==> config.mk <==
export PLATFORM = sky130hd
export DESIGN_NAME = stdp_wb_queue
export DESIGN_NICKNAME = d
export VERILOG_FILES = /design/src/rtl/snn_pkg.sv /design/src/rtl/sync_fifo_mw.sv /design/src/rtl/stdp_wb_queue.sv
export SDC_FILE = /design/constraint.sdc
export NUM_CORES = 1
export LEC_CHECK = 0
export CAP_MARGIN = 10
export CORE_MARGIN = 4
export CORE_UTILIZATION = 52
export DETAILED_ROUTE_END_ITERATION = 10
export GPL_TIMING_DRIVEN = 1
export PLACE_DENSITY = 0.79
export SKIP_CTS_REPAIR_TIMING = 1
export SLEW_MARGIN = 20
export SYNTH_ARGS = -nofsm -noshare
export SYNTH_HDL_FRONTEND = slang
export SYNTH_SLANG_ARGS = --single-unit
==> constraint.sdc <==
create_clock -name clk -period 23.1 [get_ports clk]
set_input_delay 4.62 -clock clk [delete_from_list [all_inputs] [get_ports clk]]
set_output_delay 4.62 -clock clk [all_outputs]
set_load 0.05 [all_outputs]
==> src/rtl/snn_pkg.sv <==
// Shared types and constants for the SNN weight path.
// Contents:
//   Q, F_DEFAULT, N_DEFAULT  - weight fraction bits and default array geometry
//   weight_q14_t             - signed Q14 synaptic weight
//   addr_width()             - weight address width for an F x N array
//   wb_req_t                 - one queued weight write (address + data)
//   wbq_state_e              - flush handshake states of the write-back queue
package snn_pkg;

  localparam int Q         = 14;
  localparam int F_DEFAULT = 48;
  localparam int N_DEFAULT = 96;

  typedef logic signed [15:0] weight_q14_t;

  function automatic int addr_width(input int f, input int n);
    return $clog2(f * n);
  endfunction

  // Queue entries are sized for the default array; any F/N override must keep
  // F*N addressable in this many bits.
  localparam int WB_AW = addr_width(F_DEFAULT, N_DEFAULT);

  typedef struct packed {
    logic [WB_AW-1:0] addr;
    weight_q14_t      wdata;
  } wb_req_t;

  typedef enum logic [1:0] {
    ST_RUN,
    ST_DRAIN,
    ST_DONE
  } wbq_state_e;

endpackage

==> src/rtl/sync_fifo_mw.sv <==
// Synchronous FIFO of wb_req_t entries with an extra "merge" write port that
// overwrites the most recently pushed (tail) entry in place.
// Ports:
//   clk, rst   - clock, asynchronous active-high reset
//   push       - append din at the tail
//   merge      - overwrite the tail entry with din (caller guarantees level>0
//                and that the tail is not being popped this edge)
//   pop        - retire the head entry
//   din        - entry to push/merge
//   head       - entry at the read pointer
//   tail_addr  - address field of the tail entry
//   level      - occupancy, 0..DEPTH
module sync_fifo_mw
  import snn_pkg::*;
#(
  parameter int DEPTH = 16,
  localparam int PW   = $clog2(DEPTH)
) (
  input  logic             clk,
  input  logic             rst,
  input  logic             push,
  input  logic             merge,
  input  logic             pop,
  input  wb_req_t          din,
  output wb_req_t          head,
  output logic [WB_AW-1:0] tail_addr,
  output logic [PW:0]      level
);

  localparam logic [PW-1:0] PTR_ONE = PW'(1);
  localparam logic [PW:0]   LVL_ONE = (PW + 1)'(1);

  wb_req_t       mem_q [DEPTH];
  wb_req_t       mem_d [DEPTH];
  logic [PW-1:0] wr_ptr_q, wr_ptr_d;
  logic [PW-1:0] rd_ptr_q, rd_ptr_d;
  logic [PW:0]   level_q, level_d;
  logic [PW-1:0] tail_ptr;

  // Pointers wrap naturally at DEPTH (power of two); level tells full from empty.
  always_comb begin
    mem_d    = mem_q;
    wr_ptr_d = wr_ptr_q;
    rd_ptr_d = rd_ptr_q;
    level_d  = level_q;
    tail_ptr = wr_ptr_q - PTR_ONE;
    if (push) begin
      mem_d[wr_ptr_q] = din;
      wr_ptr_d        = wr_ptr_q + PTR_ONE;
    end else if (merge) begin
      mem_d[tail_ptr] = din;
    end
    if (pop) begin
      rd_ptr_d = rd_ptr_q + PTR_ONE;
    end
    if (push && !pop) begin
      level_d = level_q + LVL_ONE;
    end else if (pop && !push) begin
      level_d = level_q - LVL_ONE;
    end
  end

  always_ff @(posedge clk or posedge rst) begin
    if (rst) begin
      for (int i = 0; i < DEPTH; i++) begin
        mem_q[i] <= '0;
      end
      wr_ptr_q <= '0;
      rd_ptr_q <= '0;
      level_q  <= '0;
    end else begin
      mem_q    <= mem_d;
      wr_ptr_q <= wr_ptr_d;
      rd_ptr_q <= rd_ptr_d;
      level_q  <= level_d;
    end
  end

  assign head      = mem_q[rd_ptr_q];
  assign tail_addr = mem_q[tail_ptr].addr;
  assign level     = level_q;

endmodule

==> src/rtl/stdp_wb_queue.sv <==
// Write-back queue between the STDP update stage and the shared weight SRAM
// write port. Buffers updates, merges back-to-back writes to one address, and
// drains only when inference does not own the port. A flush handshake lets the
// epoch controller wait until every queued update has been committed.
// Ports:
//   clk, rst                     - clock, asynchronous active-high reset
//   in_we, in_addr, in_wdata     - write-back stream from STDP (no backpressure)
//   infer_busy                   - inference owns the SRAM port; hold drain
//   flush_req                    - request a full drain
//   flush_done                   - one-cycle pulse when the drain completes
//   mem_we, mem_addr, mem_wdata  - registered SRAM write port
//   level                        - queue occupancy
//   overflow, addr_err, drop_cnt - sticky drop status, cleared by clr_status
module stdp_wb_queue
  import snn_pkg::*;
#(
  parameter int F     = 48,
  parameter int N     = 96,
  parameter int DEPTH = 16,
  localparam int AW   = addr_width(F, N),
  localparam int LW   = $clog2(DEPTH) + 1
) (
  input  logic               clk,
  input  logic               rst,
  input  logic               in_we,
  input  logic [AW-1:0]      in_addr,
  input  logic signed [15:0] in_wdata,
  input  logic               infer_busy,
  input  logic               flush_req,
  output logic               flush_done,
  output logic               mem_we,
  output logic [AW-1:0]      mem_addr,
  output logic signed [15:0] mem_wdata,
  output logic [LW-1:0]      level,
  output logic               overflow,
  output logic               addr_err,
  output logic [15:0]        drop_cnt,
  input  logic               clr_status
);

  localparam logic [AW:0]   ADDR_LIMIT = (AW + 1)'(F * N);
  localparam logic [LW-1:0] FULL_LVL   = LW'(DEPTH);
  localparam logic [LW-1:0] LVL_ONE    = LW'(1);

  wb_req_t          fifo_din, fifo_head;
  logic [WB_AW-1:0] tail_addr;
  logic [LW-1:0]    level_w;
  logic             in_range, valid_push, tail_popped;
  logic             fifo_push, fifo_merge, fifo_pop;
  logic             full_drop, range_drop;

  logic               mem_we_q, mem_we_d;
  logic [AW-1:0]      mem_addr_q, mem_addr_d;
  logic signed [15:0] mem_wdata_q, mem_wdata_d;
  logic               overflow_q, overflow_d;
  logic               addr_err_q, addr_err_d;
  logic [15:0]        drop_cnt_q, drop_cnt_d;

  wbq_state_e state_q;
  logic       flush_done_q;

  sync_fifo_mw #(.DEPTH(DEPTH)) u_fifo (
    .clk       (clk),
    .rst       (rst),
    .push      (fifo_push),
    .merge     (fifo_merge),
    .pop       (fifo_pop),
    .din       (fifo_din),
    .head      (fifo_head),
    .tail_addr (tail_addr),
    .level     (level_w)
  );

  // Push/merge/pop decisions. A merge is refused when the tail is the head
  // being popped, since that entry is leaving the queue this edge. A full
  // queue still takes a new entry if the head pops on the same edge.
  always_comb begin
    fifo_din.addr  = in_addr;
    fifo_din.wdata = in_wdata;
    in_range    = ({1'b0, in_addr} < ADDR_LIMIT);
    valid_push  = in_we && in_range;
    fifo_pop    = (level_w != '0) && !infer_busy;
    tail_popped = fifo_pop && (level_w == LVL_ONE);
    fifo_merge  = valid_push && (level_w != '0) && (tail_addr == in_addr) && !tail_popped;
    fifo_push   = valid_push && !fifo_merge && ((level_w != FULL_LVL) || fifo_pop);
    full_drop   = valid_push && !fifo_merge && (level_w == FULL_LVL) && !fifo_pop;
    range_drop  = in_we && !in_range;
  end

  // SRAM port: strobe for exactly one cycle per pop; address/data hold otherwise.
  always_comb begin
    mem_we_d    = fifo_pop;
    mem_addr_d  = mem_addr_q;
    mem_wdata_d = mem_wdata_q;
    if (fifo_pop) begin
      mem_addr_d  = fifo_head.addr;
      mem_wdata_d = fifo_head.wdata;
    end
  end

  // Sticky status; a clear on the same edge as a drop discards that drop.
  always_comb begin
    overflow_d = overflow_q;
    addr_err_d = addr_err_q;
    drop_cnt_d = drop_cnt_q;
    if (clr_status) begin
      overflow_d = 1'b0;
      addr_err_d = 1'b0;
      drop_cnt_d = '0;
    end else begin
      if (full_drop) begin
        overflow_d = 1'b1;
      end
      if (range_drop) begin
        addr_err_d = 1'b1;
      end
      if ((full_drop || range_drop) && (drop_cnt_q != 16'hFFFF)) begin
        drop_cnt_d = drop_cnt_q + 16'd1;
      end
    end
  end

  always_ff @(posedge clk or posedge rst) begin
    if (rst) begin
      mem_we_q    <= 1'b0;
      mem_addr_q  <= '0;
      mem_wdata_q <= '0;
      overflow_q  <= 1'b0;
      addr_err_q  <= 1'b0;
      drop_cnt_q  <= '0;
    end else begin
      mem_we_q    <= mem_we_d;
      mem_addr_q  <= mem_addr_d;
      mem_wdata_q <= mem_wdata_d;
      overflow_q  <= overflow_d;
      addr_err_q  <= addr_err_d;
      drop_cnt_q  <= drop_cnt_d;
    end
  end

  // Flush handshake. DRAIN completes only on an edge with an empty queue and
  // no incoming entry, so late pushes extend the drain.
  always_ff @(posedge clk or posedge rst) begin
    if (rst) begin
      state_q      <= ST_RUN;
      flush_done_q <= 1'b0;
    end else begin
      flush_done_q <= 1'b0;
      unique case (state_q)
        ST_RUN: begin
          if (flush_req) begin
            state_q <= ST_DRAIN;
          end
        end
        ST_DRAIN: begin
          if ((level_w == '0) && !fifo_push) begin
            state_q      <= ST_DONE;
            flush_done_q <= 1'b1;
          end
        end
        ST_DONE: begin
          state_q <= ST_RUN;
        end
        default: begin
          state_q <= ST_RUN;
        end
      endcase
    end
  end

  assign flush_done = flush_done_q;
  assign mem_we     = mem_we_q;
  assign mem_addr   = mem_addr_q;
  assign mem_wdata  = mem_wdata_q;
  assign level      = level_w;
  assign overflow   = overflow_q;
  assign addr_err   = addr_err_q;
  assign drop_cnt   = drop_cnt_q;

endmodule

# Word level (Yosys, flattened, before mapping)
# Cells that the tools add are included.
[totals] output_inout_bits=54 input_bits=35 reg_bits=528
[classes] n_bitwise=3 add_sub_neg=6 magnitude_cmp=6 muxes=27 n_reduce_logical=34 n_eq_ne=8
[op_table] op="464-bit bitwise mux" n=2
[op_table] op="464-bit 2-to-1 mux" n=2
[op_table] op="29-bit binary-select mux with 4-bit select" n=2
[op_table] op="29-bit demux with 4-bit select" n=2
[op_table] op="29-bit 2-to-1 mux" n=6
[op_table] op="16-bit 2-to-1 mux" n=2
[op_table] op="1-bit logical AND" n=17
[op_table] op="16-bit by 1-bit adder with 16-bit output, second input constant" n=1
[op_table] op="16-bit inequality test, second input constant" n=1
[op_table] op="5-bit greater-or-equal comparator, second input constant" n=3
[op_table] op="4-bit NOT with 5-bit output" n=3
[op_table] op="13-bit equality test" n=1
[op_table] op="13-bit less-than comparator, second input constant" n=1
[op_table] op="5-bit by 1-bit less-than comparator with 1-bit output, second input constant" n=2
[op_table] op="5-bit 2-to-1 mux" n=2
[op_table] op="2-bit nonzero test" n=5
[op_table] op="4-bit by 1-bit adder with 4-bit output, second input constant" n=2
[op_table] op="1-bit zero test" n=6
[op_table] op="1-bit 2-to-1 mux" n=6
[op_table] op="5-bit by 1-bit adder with 5-bit output, second input constant" n=1
[op_table] op="5-bit by 1-bit equality test with 1-bit output, second input constant" n=1
[op_table] op="5-bit equality test, second input constant" n=1
[op_table] op="5-bit zero test" n=1
[op_table] op="5-bit inequality test, second input constant" n=1
[op_table] op="10 further kinds" n=13

# Logic depth before layout (Yosys ltp)
[logic_depth] depth_word=16 depth_mapped=20 depth_no_buf=16

# Hierarchy
# A second synthesis with hierarchy kept.
[unflattened] cells_unflattened=1590 area_unflattened_um2=26073.8
[modules_own_cells] module="sync_fifo_mw" cells_each=1387 area_per_inst_um2=23682.7 seq_area_each_um2=11936.4 instances=1
[modules_own_cells] module="stdp_wb_queue" cells_each=203 area_per_inst_um2=2391.0 seq_area_each_um2=1276.2 instances=1

# Least setup slack after synthesis
# Ideal clock, no wire load.
[synth_path] kind="input -> register" start="in in_addr[9]" end="reg u_fifo.level_q[3] (netlist: u_fifo.level[3])" n_path_buf=1 setup_ns=0.082 required_time_ns=23.018 arrival_ns=7.508 slack_ns=15.510 stages=13 cell_sequence="clkbuf_1 o31a_1 nand2b_1 nor2_1 o211ai_1 nor4_2 nand3_1 o21ai_0 inv_1 ha_1 or4_1 a21oi_1 xor2_1"
[synth_between] elab_chain_len=11
[synth_rtl] item="start: declaration" line="stdp_wb_queue.sv:26" text="input logic [AW-1:0] in_addr,"
[synth_rtl] item="13-bit less-than comparator" line="stdp_wb_queue.sv:80" text="in_range = ({1'b0, in_addr} < ADDR_LIMIT);"
[synth_rtl] item="1-bit logical AND" line="stdp_wb_queue.sv:81" text="valid_push = in_we && in_range;"
[synth_rtl] item="1-bit logical AND (3 in a row)" line="stdp_wb_queue.sv:84" text="fifo_merge = valid_push && (level_w != '0) && (tail_addr == in_addr) && !tail_popped;"
[synth_rtl] item="1-bit zero test" line="stdp_wb_queue.sv:85" text="fifo_push = valid_push && !fifo_merge && ((level_w != FULL_LVL) || fifo_pop);"
[synth_rtl] item="1-bit logical AND * (2 in a row)" line="stdp_wb_queue.sv:85"
[synth_rtl] item="1-bit zero test" line="sync_fifo_mw.sv:58" text="end else if (pop && !push) begin"
[synth_rtl] item="1-bit logical AND" line="sync_fifo_mw.sv:58"
[synth_rtl] item="2-bit nonzero test (no line)"
[synth_rtl] item="end signal: assignment" line="sync_fifo_mw.sv:75" text="level_q <= level_d;"
[synth_rtl] item="end: declaration" line="sync_fifo_mw.sv:37" text="logic [PW:0] level_q, level_d;"
# Mark *: on every way between the ends. The rest lies on a longest branch, timed or not.
# A chain may end at the register's enable or synchronous reset.

# Worst setup path in the final report
[layout_path] start="in in_addr[10]" end="reg u_fifo.mem_q[303] (netlist bit)"
[layout_between] elab_chain_len=9
[layout_rtl] item="13-bit less-than comparator" line="stdp_wb_queue.sv:80"
[layout_rtl] item="1-bit logical AND" line="stdp_wb_queue.sv:81"
[layout_rtl] item="1-bit logical AND (3 in a row)" line="stdp_wb_queue.sv:84"
[layout_rtl] item="1-bit zero test" line="stdp_wb_queue.sv:85"
[layout_rtl] item="1-bit logical AND (2 in a row)" line="stdp_wb_queue.sv:85"
[layout_rtl] item="464-bit 2-to-1 mux / 2-bit nonzero test (equally long branches)"
[layout_rtl] item="end signal: assignment" line="sync_fifo_mw.sv:72" text="mem_q <= mem_d;"
[layout_rtl] item="end: declaration" line="sync_fifo_mw.sv:33" text="wb_req_t mem_q [DEPTH];"
# Parallel ways exist; a longest one is shown, timed or not.

==> results.cfg <==
[route]
drtIter0Drc = 1604
firstDrtPassIters = 5
drc = 0
routedWlPerCell_um = 24.9
via_count = 17100
avgViaCountPerCell = 6.40
finalWirelength_um = 66400
ant_nets = 0

[timing]
tightest_slew_ns = 1.15
clock.fmax_mhz = 107
layout_min_cycle_time_ns = 9.31
whs_ns = 0.465
tns_ns = 0
finalClockSkew_ns = 0.0168
slew_headroom_pct = 23.5
timing.final.max_slew_violations = 0
finalSetupViolCount = 0
final_hold_viol_count = 0
rsz0062_at_grt = false
fin_crit_sh_pct = 40.3

[final_layout]
finish.utilization_pct = 59.1
syn2layout_area_growth_pct = 11.8
final_cells = 2669
fin_area_um2 = 29700
final_layout_size_suffix_gt1_share_pct = 36.4
final_common_cell = dfrtp_1
nets = 2001
layout.cells.most_common_list = dfrtp_1 (523), mux2_2 (405), mux2i_1 (123)

[synthesis]
ys_types = 54
synth_cells = 1948
dominantRegCellSynth = dfrtp_1
synth_edf_count = 0
synth-seq-cells = 528
synth_top_area_share_pct = 49.8
netlist_area_um2 = 26600
ys_warn_count = 0
yosys.area.top_type = dfrtp_1
seq_area_frac_synth_pct = 49.8
syn_avg_cell_area_um2 = 13.6
syn-num-nets = 1995
synthArstFlopShare_pct = 100
synth_area_leaders = dfrtp_1 (50%), mux2_2 (17%), mux4_2 (9.5%)

[place]
hpwl_um = 39200
port_buffers = 88
place_congestion = 0.858
post_dp_cell_area_um2 = 27900
dpl.cell_count = 2568

[floorplan]
die_y_um = 234
core_area_um2 = 50300
dieWidth_um = 234
fp-row-count = 82
initial_utilization_pct = 52.8
dieArea_um2 = 54700
pin_count = 89

[cts]
cts_buffer_depth = 3
cts_tree = done
clkTransAtPathRegs_ns = 0.06
root_buffer = clkbuf_16
cts_made_buffers = 54
cts.sinks = 528
htree_levels = 2
clk_latency_ns = 0.62

[status]
outcome = complete, no violations

[worst_setup_path]
cp-end-kind = register
crit_required_ns = 23.60
criticalPathCategory = primary input to register
cp-start-kind = primary input
worstPathMaxFanout = 20
cp_data_arrival_time_ns = 9.81

[global_routing]
grt.overflow.total = 0
grtUsageTotal_pct = 24.5
antenna_found_initial = 2
grt_pass1_wl_um = 105000
grt_max_degree = 141
grt_pass1_vias = 17800

[worst_hold_path]
hold_class = register to register

[power]
vdd_drop_max_v = 0.0000872
p_leak_nw = 13.3
p_per_area_nw_per_um2 = 151

[flow_run]
cap_violations = 0
final timing paths:
path                                     from  depth (start not counted)           endpoint  slack [ns]
max                               in_addr[10]                         10  u_fifo.mem_q[303]       13.79
min                                state_q[1]                          1         flush_done        0.46
max reg2reg                u_fifo.wr_ptr_q[0]                         13  u_fifo.mem_q[303]       15.56
min reg2reg                        state_q[1]                          1         flush_done        0.46
max in group asynchronous                 rst                          5  u_fifo.mem_q[410]       16.23
min in group asynchronous                 rst                          2   u_fifo.mem_q[42]        4.38
registers in the layout, indices dropped and copies added (netlist names):
name / flops
u_fifo.level: 5
overflow: 1
addr_err: 1
drop_cnt: 16
state_q: 2
mem_we: 1
flush_done: 1
u_fifo.wr_ptr_q: 4
mem_addr: 13
mem_wdata: 16
u_fifo.mem_q: 464
u_fifo.rd_ptr_q: 4
per-layer routing:
layer / global-route usage, % / up-vias / part of all wire [%]
li1: - / 7233 / -
met1: 33.9 / 9067 / 42
met2: 39.1 / 640 / 48
met3: 4.35 / 146 / 6.6
met4: 9.49 / 2 / 3.4
met5: 0 / - / 0.017
critical path, cell delays in order:
cell and delay, ns:
clkdlybuf4s50_1 0.75, o31a_1 0.55, nand2b_1 0.23, nor2_1 0.16
o211ai_1 0.14, nor4_2 0.66, and2_2 0.90, mux2i_4 0.87
buf_4 0.50, mux2_2 0.39
Yosys cell counts, types with 12 or more instances:
library cell and n:
buf_6 18, mux2_2 405, mux2i_1 135, mux4_2 112
clkbuf_1 87, nor2_1 97, o221ai_1 58, buf_1 31
ha_1 12, mux2_4 60, buf_2 26, nand2_1 114
and3_1 22, nand3_1 20, o21ai_0 65, xnor2_1 15
dfrtp_1 528, a21oi_1 16
per-stage QoR:
step,power (mW),setup slack [ns]
global route,4.71,13.68
CTS,4.48,13.94
floorplan,3.06,3.73
finish,4.48,13.79
global placement,3.49,13.46
detailed placement,3.58,13.27
report_power, final:
group	internal, mW	leakage, nW	switching, mW	total, mW
clock	0.505	0.877	0.371	0.876
combinational	0.990	5.64	0.948	1.94
sequential	1.34	6.76	0.328	1.67
logic make-up after synthesis:
logic type	synth area share, %
mux	35.5
flops	49.8
simple gates	5.42
buf+inv	3.32
compound gates	4.57
xor+xnor	0.825
fa+ha+maj	0.565
cell type report:
cell class | instances | area, um2
Tap cell | 672 | 841
Inverter | 9 | 41.3
Fill cell | 3853 | 20600
Clock buffer | 81 | 1570
Sequential cell | 528 | 13200
Timing Repair Buffer | 120 | 1150
Clock inverter | 17 | 213
Multi-Input combinational cell | 1241 | 12700
Antenna cell | 1 | 2.50
Power figures use the tool's default switching activity.
==> RTL change 1, RTL diff (same settings) <==
Encoding of `wbq_state_e`: now one-hot (3 bits for 3 states).
--- a/src/rtl/snn_pkg.sv
+++ b/src/rtl/snn_pkg.sv
@@ -27,8 +27,8 @@
   } wb_req_t;
 
-  typedef enum logic [1:0] {
-    ST_RUN,
-    ST_DRAIN,
-    ST_DONE
+  typedef enum logic [2:0] {
+    ST_RUN   = 3'b001,
+    ST_DRAIN = 3'b010,
+    ST_DONE  = 3'b100
   } wbq_state_e;
 
Behaviour: no difference found for any inputs over 4 cycles, from zero or initial values and one cycle with rst high; so few cycles prove little.
==> RTL change 1 against the unedited design <==
  * Die area grew 2.4%
  * Sequential share of layout area shrank 0.94 points
  * Total power grew 2.7%
  * Cell area grew 2.4%
  * Fmax shrank 5.9%
  * Worst setup slack lost 0.58 ns
  * Critical path type unchanged
  * Sequential cell count grew 1
  * Highest routed layer is now met4
  * Synthesized area grew 2.5%
  * Synthesized cell count grew 4.3%
  * Routed wire length grew 1.9%
  * Register-to-register slack lost 0.34 ns
  * Largest power group unchanged
  * Critical endpoint is now u_fifo.mem_q[41]
==> RTL change 1: results (changes against the unedited design) <==
- Vias in the first global route: 18287 (+2.6%)
- Metal-1 WL: 28900 um (+3.7%)
- Via density: 6.31 (-1.4%)
- Met2 routed WL: 32300 um (+1.3%)
- CTS sink count: 529 (+0.19%)
- DR WL met3: 4230 um (-3.3%)
- N_diodes: 3 (+2)
- Met3 usage: 0.0431 (-0.000395)
- # clk buffers: 70 (-14%)
- Pre-CTS setup slack: 12.64 ns (-0.629 ns)
- Non-Clock Inverter Count: 7 (-2)
- Post-synthesis net count: 2078 (+4.2%)
- Multi-input gates: 1319 (+6.3%)
- Outcome: finished clean
- Final WL: 67700 um (+1.9%)
- Final HPWL DP: 39500 um (+0.81%)
- Slowest cell on the critical path: o31ai_1
- Clk tree area frac: 0.0635 (+0.00330)
- Most instantiated cells after synthesis: 528 x dfrtp_1, 362 x mux2_2, 158 x nand2_1
- Drt initial violations: 1484 (-7.5%)
- Arr. time, crit path: 10.38 ns (+0.57 ns)
- Layout cells sized above 1: 0.351 (-0.0132)
- Post-synthesis sequential area ratio: 0.486 (-0.0112)
- Worst vdd ir: 0.106 mV (+22%)
- Largest net degree at the start of global routing: 136 (-3.5%)
- Top Layer Used: met4
- P_leak: 13.2 nW (-0.19%)
- Area occupied by multi-input gates: 13200 um2 (+4.3%)
- Clk_skew: 0.0295 ns (+0.0127 ns)
- Fraction of area in registers: 0.436 (-0.00941)
- GRT met1 Usage: 0.336 (-0.00282)
- Buffer share of cell area: 0.0371 (-0.00160)
- Max transition margin: 0.208 (-0.0275)
- Met2 usage in global routing: 0.384 (-0.00686)
- Critical Path Max Stage Delay: 0.97 ns (+0.07 ns)
- Fillers: 3881 (+0.73%)
- Synth unique cells: 63 (+17%)
- GPL Wtd Cong: 0.858 (about the same)
- First-pass GRT wire length: 108000 um (+3.3%)
- Area contributors post-synth: dfrtp_1 49%, mux2_2 15%, mux4_2 8.6%
- Total GRT Usage: 0.241 (-0.00373)
==> RTL change 1: cell count changes after synthesis, sizes merged, moves of 7 or more <==
cell and delta:
mux2 +9, or4 -8, nor3 +17, a22oi -11, buf +8, nand2 +44
nor3b +9, mux2i +16, mux4 -7, and3 -14, a21oi -7, nor2b +8
==> RTL change 1: power by group <==
group,switching (mW),internal [mW]
Clock,0.386,0.556
Combinational,0.993,1.01
Sequential,0.326,1.33
Total,1.70,2.90
==> RTL change 1: through the flow <==
| stage | util | hold slack, ns | instances | area, um2 |
|---|---|---|---|---|
| 2_1_floorplan | - | 0.433 | 2031 | 27200 |
| 3_3_place_gp | 0.551 | 0.443 | 2655 | 28500 |
| 3_5_place_dp | 0.551 | 0.459 | 2655 | 28500 |
| 4_1_cts | 0.589 | 0.467 | 2757 | 30400 |
| 5_1_grt | 0.589 | 0.490 | 2759 | 30400 |
| 6_report | 0.589 | 0.475 | 2760 | 30400 |
==> RTL change 1: cells by family after synthesis <==
group | after synthesis | share of synthesized area
xor gates and xnor gates | 25 | 0.00901
AOI/OAI and AO/OA | 171 | 0.0432
and+or+nand+nor | 372 | 0.0634
muxes | 739 | 0.357
adders and majority gates | 12 | 0.00552
DFF | 529 | 0.486
buffers and inverters | 183 | 0.0353
==> RTL change 1: final timing paths <==
| check | from | endpoint | slack (ns) | cells past startpoint |
|---|---|---|---|---|
| worst min register to register | state_q[2] | flush_done | 0.47 | 1 |
| worst max-delay path | in_addr[11] | u_fifo.mem_q[41] | 13.21 | 10 |
| max in group asynchronous | rst | u_fifo.mem_q[206] | 16.16 | 4 |
| worst min-delay path | state_q[2] | flush_done | 0.47 | 1 |
| worst max register to register | u_fifo.wr_ptr_q[0] | u_fifo.mem_q[41] | 15.22 | 14 |
| min in group asynchronous | rst | u_fifo.mem_q[332] | 4.63 | 2 |
==> RTL change 2, RTL diff (same flow settings) <==
Made on the original files. `DEPTH` is set to 16 in 2 places; all go to 8.
--- a/src/rtl/sync_fifo_mw.sv
+++ b/src/rtl/sync_fifo_mw.sv
@@ -14,5 +14,5 @@
   import snn_pkg::*;
 #(
-  parameter int DEPTH = 16,
+  parameter int DEPTH = 8,
   localparam int PW   = $clog2(DEPTH)
 ) (
--- a/src/rtl/stdp_wb_queue.sv
+++ b/src/rtl/stdp_wb_queue.sv
@@ -17,5 +17,5 @@
   parameter int F     = 48,
   parameter int N     = 96,
-  parameter int DEPTH = 16,
+  parameter int DEPTH = 8,
   localparam int AW   = addr_width(F, N),
   localparam int LW   = $clog2(DEPTH) + 1
Interface: changed (resized level); port bits go from 89 to 88. The function was not compared with the original's and may differ.
==> RTL change 2 against the unedited design <==
  * Cell area is 44% lower
  * Synthesized area fell by 46%
  * Global-route usage is 4.5 points lower
  * Total power shrank 43%
  * Routed wire length down 54%
  * Core utilization grew 1.9 points
  * Critical path depth is 1 lower
  * Highest routed layer is now met4
  * Clock power is 45% lower
  * Fmax increased by 10%
  * Sequential share of layout area about the same
  * Combinational power shrank 42%
  * Worst setup slack improved by 0.88 ns
  * Largest power group unchanged
  * Sequential cell count is 235 lower
==> RTL change 2: results (changes against the unedited design) <==
- Clk slew on worst S/H paths: 0.06 ns (about the same)
- Max FFs per register: 232 (-50%)
- CTS Buf Count: 31 (-43%)
- IO Port Bufs: 87 (-1.1%)
- Warnings from Yosys: 0 (unchanged)
- Clk_skew: 0.0106 ns (-0.00617 ns)
- Post-synthesis net count: 1053 (-47%)
- Int Power: 1.64 mW (-42%)
- Ys async rst share: 1.00 (unchanged)
- Vias in the first global route: 9040 (-49%)
- Total GRT Usage: 0.200 (-0.0448)
- Routed wire per std cell: 21.2 um (-15%)
- Largest net degree at the start of global routing: 181 (+28%)
- Most instantiated cells after synthesis: 293 x dfrtp_1, 174 x mux2_2, 69 x mux4_2
- Area contributors post-synth: dfrtp_1 51%, mux2_2 14%, mux4_2 11%
- Worst vdd ir: 0.0925 mV (+6.1%)
- Final HPWL DP: 18100 um (-54%)
- DP Area: 15400 um2 (-45%)
- Max clock buf depth: 3 (unchanged)
- Via density: 5.98 (-6.6%)
- H-tree levels: 1 (-1)
- P_leak: 7.09 nW (-47%)
- Drt initial violations: 665 (-59%)
- Root Buffer: clkbuf_16
- 1st-pass router iterations: 5 (unchanged)
- Pre-CTS setup slack: 14.15 ns (+0.877 ns)
- Max transition margin: 0.249 (+0.0139)
- Fillers: 2043 (-47%)
- First-pass GRT wire length: 49900 um (-52%)
- Number of max-cap violations: 0 (unchanged)
- Max Freq: 119 MHz (+10%)
- CP Max Fanout: 29 (+45%)
- GPL Wtd Cong: 0.787 (-8.3%)
- Synth unique cells: 57 (+5.6%)
- Hold Crit Class: flip-flop to flip-flop
- Initial antenna violation count: 0 (-2)
- Synthesized area per cell: 14.2 um2 (+4.2%)
- Layout cells sized above 1: 0.309 (-0.0550)
- Outcome: finished clean
- Most flops, register: u_fifo.mem_q
- Post-synthesis sequential area ratio: 0.512 (+0.0141)
- N_diodes: 0 (-1)
- Clk Latency, worst-skew pair: 0.56 ns (-0.06 ns)
- Arr. time, crit path: 8.87 ns (-0.94 ns)
- Finished Layout Cells: 1426 (-47%)
- Setup violations, final: 0 (unchanged)
==> RTL change 2: changes by cell type after synthesis, sizes merged, moves of 17 or more <==
cell and delta:
buf -39, dfrtp -235, nand2 -93, and3 -17, nor2 -45, mux2i -69, mux2 -236, o21ai -60
clkbuf -51, mux4 -40, a21oi +25, o221ai -57
==> RTL change 2: power groups by stage <==
stage	logic [mW]	registers [mW]	clock network, mW
2_1_floorplan	0.823	0.968	0
3_3_place_gp	1.10	0.932	0
3_5_place_dp	1.13	0.949	0
4_1_cts	1.13	0.943	0.494
5_1_grt	1.21	0.978	0.518
6_report	1.12	0.945	0.483
==> RTL change 2: logic make-up after synthesis <==
group | share of synthesized area
flip-flops | 0.512
AO/OA/AOI/OAI | 0.0272
adder cells (fa/ha/maj) | 0.00786
AND/OR/NAND/NOR | 0.0528
buffers and inverters | 0.0281
XOR/XNOR | 0.0226
multiplexers | 0.350
==> RTL change 2: worst paths after layout <==
path | start | end | slack (ns) | cells after the start
setup reg to reg | u_fifo.wr_ptr_q[0] | u_fifo.mem_q[123] | 16.86 | 12
hold / removal | state_q[1] | state_q[1] | 0.47 | 1
setup / recovery | in_addr[9] | u_fifo.mem_q[123] | 14.67 | 9
min in group asynchronous | rst | mem_wdata[13] | 4.62 | 2
max in group asynchronous | rst | u_fifo.rd_ptr_q[0] | 16.98 | 3
hold reg to reg | state_q[1] | state_q[1] | 0.47 | 1
==> RTL change 2: stage by stage <==
step	hold WS, ns	utilization
CTS	0.470	0.607
detailed placement	0.458	0.570
floorplan	0.435	-
global route	0.479	0.610
global placement	0.448	0.570
finish	0.469	0.610
==> RTL change 2: critical path, stage by stage <==
cell and delay, ns:
clkdlybuf4s50_1 0.85, o31ai_1 0.20, nand2_1 0.15, a311oi_1 0.07, nor4b_2 0.21, nand4_1 0.43, nor3b_2 0.90, mux2_2 1.00
mux2_2 0.42
==> RTL change 2: per-layer routing <==
layer / GRT usage / share of wire / up-vias
met2: 0.331 / 0.48 / 182
met3: 0.0300 / 0.041 / 54
met5: 0 / 0 / -
met4: 0.0455 / 0.022 / 0
met1: 0.284 / 0.46 / 4454
li1: - / - / 3833
==> RTL change 2: final cells by class <==
type | instances | share of cell area
repair buffers | 98 | 0.0622
multi-input cells | 630 | 0.404
well taps | 341 | 0.0259
flip-flops and latches | 293 | 0.445
clock inverters | 12 | 0.00554
clock buffers | 46 | 0.0553
inverters | 6 | 0.00182
